[src/rtl/pool_window_buffer.sv]
// Streaming 2x2 stride-2 window generator feeding a 2x2 max-pool stage.
// Even rows are stored in a one-row line buffer; on odd rows the even-column
// pixel is held in prev_q and the odd-column pixel completes a window.
module pool_window_buffer #(
   parameter int unsigned DATA_WIDTH = 32,
   parameter int unsigned IMG_WIDTH  = 28,
   parameter int unsigned IMG_HEIGHT = 28
) (
   input  logic                         clk_i,
   input  logic                         rst_ni,
   input  logic signed [DATA_WIDTH-1:0] in_data_i,
   input  logic                         in_valid_i,
   output logic                         in_ready_o,
   output logic signed [DATA_WIDTH-1:0] win_a_o,
   output logic signed [DATA_WIDTH-1:0] win_b_o,
   output logic signed [DATA_WIDTH-1:0] win_c_o,
   output logic signed [DATA_WIDTH-1:0] win_d_o,
   output logic                         win_valid_o,
   input  logic                         win_ready_i,
   output logic                         win_last_o
);

   localparam int unsigned ColW = (IMG_WIDTH > 1) ? $clog2(IMG_WIDTH) : 1;
   localparam int unsigned RowW = (IMG_HEIGHT > 1) ? $clog2(IMG_HEIGHT) : 1;
   localparam logic [ColW-1:0] ColMax = ColW'(IMG_WIDTH - 1);
   localparam logic [RowW-1:0] RowMax = RowW'(IMG_HEIGHT - 1);

   logic [ColW-1:0] col_q, col_d;
   logic [RowW-1:0] row_q, row_d;
   logic signed [DATA_WIDTH-1:0] prev_q, prev_d;
   logic signed [DATA_WIDTH-1:0] line_q [IMG_WIDTH];
   logic signed [DATA_WIDTH-1:0] a_q, a_d, b_q, b_d, c_q, c_d, d_q, d_d;
   logic valid_q, valid_d;
   logic last_q, last_d;
   logic accept;
   logic line_we;

   // Uniform backpressure: a pixel is taken whenever the output slot is free or draining.
   assign in_ready_o = ~valid_q | win_ready_i;
   assign accept     = in_valid_i & in_ready_o;
   assign line_we    = accept & ~row_q[0];

   // Next-state: raster counters, odd-row holding register and window load.
   always_comb begin
      col_d   = col_q;
      row_d   = row_q;
      prev_d  = prev_q;
      a_d     = a_q;
      b_d     = b_q;
      c_d     = c_q;
      d_d     = d_q;
      valid_d = valid_q & ~win_ready_i;
      last_d  = last_q & valid_d;
      if (accept) begin
         if (col_q == ColMax) begin
            col_d = '0;
            row_d = (row_q == RowMax) ? '0 : row_q + RowW'(1);
         end else begin
            col_d = col_q + ColW'(1);
         end
         if (row_q[0]) begin
            if (!col_q[0]) begin
               prev_d = in_data_i;
            end else begin
               // Odd column: col_q - 1 is the even partner already in the line buffer.
               a_d     = line_q[col_q - ColW'(1)];
               b_d     = line_q[col_q];
               c_d     = prev_q;
               d_d     = in_data_i;
               valid_d = 1'b1;
               last_d  = (row_q == RowMax) && (col_q == ColMax);
            end
         end
      end
   end

   // State register with asynchronous active-low reset.
   always_ff @(posedge clk_i or negedge rst_ni) begin
      if (!rst_ni) begin
         col_q   <= '0;
         row_q   <= '0;
         prev_q  <= '0;
         a_q     <= '0;
         b_q     <= '0;
         c_q     <= '0;
         d_q     <= '0;
         valid_q <= 1'b0;
         last_q  <= 1'b0;
      end else begin
         col_q   <= col_d;
         row_q   <= row_d;
         prev_q  <= prev_d;
         a_q     <= a_d;
         b_q     <= b_d;
         c_q     <= c_d;
         d_q     <= d_d;
         valid_q <= valid_d;
         last_q  <= last_d;
      end
   end

   // Line buffer: even-row pixels, no reset needed since every entry is written before use.
   always_ff @(posedge clk_i) begin
      if (line_we) begin
         line_q[col_q] <= in_data_i;
      end
   end

   assign win_a_o     = a_q;
   assign win_b_o     = b_q;
   assign win_c_o     = c_q;
   assign win_d_o     = d_q;
   assign win_valid_o = valid_q;
   assign win_last_o  = last_q;

endmodule
[config.mk]
export PLATFORM = sky130hd
export DESIGN_NAME = pool_window_buffer
export DESIGN_NICKNAME = d
export VERILOG_FILES = /design/src/rtl/pool_window_buffer.sv
export SDC_FILE = /design/constraint.sdc
export NUM_CORES = 1
export LEC_CHECK = 0
export ABC_AREA = 0
export CAP_MARGIN = 0
export CORE_MARGIN = 5
export CORE_UTILIZATION = 62
export DETAILED_ROUTE_END_ITERATION = 8
export PLACE_DENSITY = 0.92
export SYNTH_ARGS = -nofsm -noshare
export SYNTH_HDL_FRONTEND = slang
export SYNTH_SLANG_ARGS = --single-unit
[constraint.sdc]
create_clock -name clk_i -period 6.46 [get_ports clk_i]
set_input_delay 1.292 -clock clk_i [delete_from_list [all_inputs] [get_ports clk_i]]
set_output_delay 1.292 -clock clk_i [all_outputs]
set_load 0.01 [all_outputs]
==> impl_results.md <==
- Result of the run: finished, violations left
- Violated checks: max-capacitance violations
- Final setup violating endpoints: 0
- Sum of negative setup slack: 0 ns
- Port bufs: 166
- Hold Fails Final Rpt: 0
- Clk_skew: 0.03626 ns
- Max incr delay on CP: around 1 ns
- Insertion delay of the later-clocked pin in the worst-skew pair: 0.69 ns
- CTS-repair resized insts: 0
- Detailed-route wire length: 141900 um
- Mapped Nets: about 2800
- Combined area of all synthesized cells: 0.04713 mm^2
- Routing usage on met3: 0.1214
- Portion of synthesized cell area occupied by the leading cell type: 0.5709
- Die height: between 200 and 300 um
- Nature of the critical path endpoint: flip-flop
- Buffers from clock root to sink, at most: 3
- Worst hold-check path type: reg -> reg
- # clock sinks: 1068
- Number of max-slew violations in the final report: 0
- Initial Utilization: 0.6226
- Worst Setup Slack, final: about 2.0 ns
- Hold-critical path depth: 2
- Crit-path leading delay family: flip-flops
- Count of placed standard cells in the final layout, fillers left out: 3912
- CTS tree: yes
- Synth cell types: 55
- Detailed-route wire length per cell: 36.28 um
- Most frequently used flop master after synthesis: edfxtp_1
- Number of buffer and inverter instances along the worst setup path: 2
- Floorplan row count: 101
- Post-CTS Repair Setup Buffers: 0
- Transition time at the pin with the least slew margin: 1.483 ns
- Sequential element share of the synthesized area: 0.6622
- Cells along the critical path: inv_1 > ha_4 > buf_12 > mux4_2 > mux2_2 > o221ai_1 > o21ai_0
- Worst setup SP type: flip-flop
- Top-Level Pins: between 150 and 200
- First drt pass iteration count: 8
- Worst IR Drop VDD: 0.3760 mV
- Count of nets after finishing: 2884
- Estimated wirelength of the detail-placed design: 81830 um
- Post-synth EDFFs: 896
- Number of max-cap violations: 1
- DP Cell Count: 3715
- Critical path class: reg -> reg
- Die Wd: 285.7 um
- Seq cells post-synth: 1068
- Power density over cell area: ~470 mW/mm^2
- Placer congestion estimate: 0.8849
- Leakage power: 18.09 nW
- WP data required: 6.95 ns
- Fin crit share: 0.6981
- Arrival time at the worst endpoint: approximately 5.0 ns
- Clock buffer count from CTS: 102
- Setup Slack @ Placement: around 1.8 ns
- Power after layout: ~25 mW
- Leading area contributor after synthesis: edfxtp_1
- Proportion of register bits with asynchronous set or reset after synthesis: 0.1610
- Residual antenna-violating net count after detailed routing: 0
- Critical R2R Launch: col_q[0]$_DFFE_PN0P_
- Number of buffers added to fix hold violations after cts: 0
- CP Max Fanout: 71
- GRT overflow: 0
- Hold worst-path end: win_c_o[4]$_DFFE_PN0P_
- Most Crowded Layer GR: met2
- DR DRC count: 0
- Clock-pin slew on the worst setup and hold paths: 0.06 ns
- Vias after detailed routing: 30470
- Antenna violations before repair: 9
- Layout-stage area growth over the synthesis result: 12.60%
- Logic depth of the worst register-to-register path: 7
- Global-route wire length before repair: 207100 um
- Max-Slew Margin vs Limit: 0.009038
- Internal reg-to-reg setup slack: 1.95 ns
- Final critical delay including setup and external delays: approximately 4.5 ns
- Placed cell areas: 0.04973 mm^2
- Met2 demand-to-capacity share in global routing: 0.5316
- Slowest cell on the critical path: dfrtp_4
- Number of global-route vias before repair: 30450
- H-tree depth: 3
- Post-route cell area: 0.05307 mm^2
- Average cell area after synthesis: 17.31 um^2
- Syn Inst Count: 2722
- Clock tree root buffer cell: clkbuf_16
- Gr usage total: 0.3431
- YS warnings: 0
- Largest net degree at the start of global routing: 111
- DR iter-0 viols: between 5000 and 6000
- Hold wc startpoint: prev_q[4]$_DFFE_PN0P_
- Share of layout cells above drive strength 1: 0.2224
- Floorplan core area: 0.07570 mm^2
- DIE AREA: 0.08163 mm^2
- Average vias per placed instance: 7.789
- Synth top area cells: edfxtp_1 57%, mux4_2 15%, dfrtp_1 9.1%, mux2i_1 5.1%, nand2_1 2.4%
- M1 GR Usage: 0.4558
- Destination of the worst register-to-register timing path: win_a_o[29]$_DFFE_PN0P_
- Setup repair after global routing missed its margin: no
- Maximum achievable frequency: 221.8 MHz
[area by class of cell]
class	instances	area, um^2
diodes	2	5.005
flip-flops and latches	1068	31220
clock inverters	62	520.5
fillers	4170	22630
well taps	978	1224
repair buffers	224	2171
multi-input cells	1443	15130
clock buffers	131	2775
inverters	4	15.01
[placed cells by master (no fill, tap or decap), types with 14 or more instances in the layout]
cell,instances
clkinv_1,17
a221oi_1,86
dfrtp_1,167
buf_4,52
o221ai_1,17
mux4_2,305
o21ai_0,28
clkbuf_16,105
edfxtp_1,896
mux2i_1,242
nor2_1,84
clkinv_2,26
nand2_1,297
a22oi_1,44
a32o_1,21
mux2_2,83
o22ai_1,14
clkbuf_1,21
a211oi_1,21
nor2_4,29
clkdlybuf4s50_1,165
a21oi_1,25
[synthesized netlist by cell type, types with 12 or more instances]
cell,count
a22oi_1,44
a32o_1,21
a211oi_1,21
a221oi_1,86
o21ai_0,28
o221ai_1,17
a31oi_1,12
mux4_2,305
dfrtp_1,172
nor2_1,114
buf_2,63
o32a_1,12
mux2_2,83
buf_4,25
clkbuf_1,99
a21oi_1,25
o2111ai_1,12
mux2i_1,242
edfxtp_1,896
o22ai_1,15
nand2_1,297
[power breakdown]
part	internal [mW]	switching, mW	leakage [nW]
clock network	3.30	2.71	1.62
registers	8.22	0.688	10.4
logic	3.99	5.82	6.11
total	15.5	9.21	18.1
[worst reg2reg max path, delay by kind of cell, from the launching register on]
family / cells / cell delay, ns
mux: 2 / 0.74
flops: 1 / 0.98
buf+inv: 2 / 0.95
compound gates: 2 / 0.68
fa+ha+maj: 1 / 0.98
[kinds of logic (layout without fill, tap and decap cells)]
logic type	after synthesis	count (layout)	synth area share
AOI/OAI and AO/OA	342	342	0.05639
xor gates and xnor gates	6	6	0.001514
adders and majority gates	5	5	0.001327
buffers and inverters	211	421	0.02225
DFF	1068	1068	0.6622
muxes	630	630	0.2170
other	0	2	0
and+or+nand+nor	460	460	0.03932
[worst max-delay path by stage]
stage | slack [ns] | to | from | cells past startpoint
2_1_floorplan | 1.75 | line_q[24][0]$_DFFE_PP_ | win_ready_i | 6
3_3_place_gp | 1.81 | win_b_o[24]$_DFFE_PN0P_ | win_ready_i | 7
3_5_place_dp | 1.77 | win_b_o[24]$_DFFE_PN0P_ | win_ready_i | 7
4_1_cts | 1.96 | win_a_o[29]$_DFFE_PN0P_ | col_q[0]$_DFFE_PN0P_ | 7
5_1_grt | 1.72 | win_b_o[0]$_DFFE_PN0P_ | col_q[0]$_DFFE_PN0P_ | 7
6_report | 1.95 | win_a_o[29]$_DFFE_PN0P_ | col_q[0]$_DFFE_PN0P_ | 7
[stage by stage]
| stage | utilization | hold WS [ns] |
|---|---|---|
| final | 0.7011 | 0.4626 |
| after global routing | 0.7010 | 0.4921 |
| after CTS | 0.7005 | 0.4667 |
| after detailed placement | 0.6570 | 0.4596 |
| after global placement | 0.6570 | 0.4437 |
| after floorplan | - | 0.4331 |
[metal layers]
metal  part of all wire  wire [um]
met1               0.32      44930
met2               0.46      65510
met3               0.17      24440
met4              0.048       6882
met5             0.0012        172
[sequential cells by signal, indices dropped and copies added (netlist names)]
| name | flops |
|---|---|
| col_q | 5 |
| win_valid_o | 1 |
| win_a_o | 32 |
| win_d_o | 32 |
| win_last_o | 1 |
| win_b_o | 32 |
| win_c_o | 32 |
| line_q | 896 |
| row_q | 5 |
| prev_q | 32 |
(Power assumes the default switching activity.)
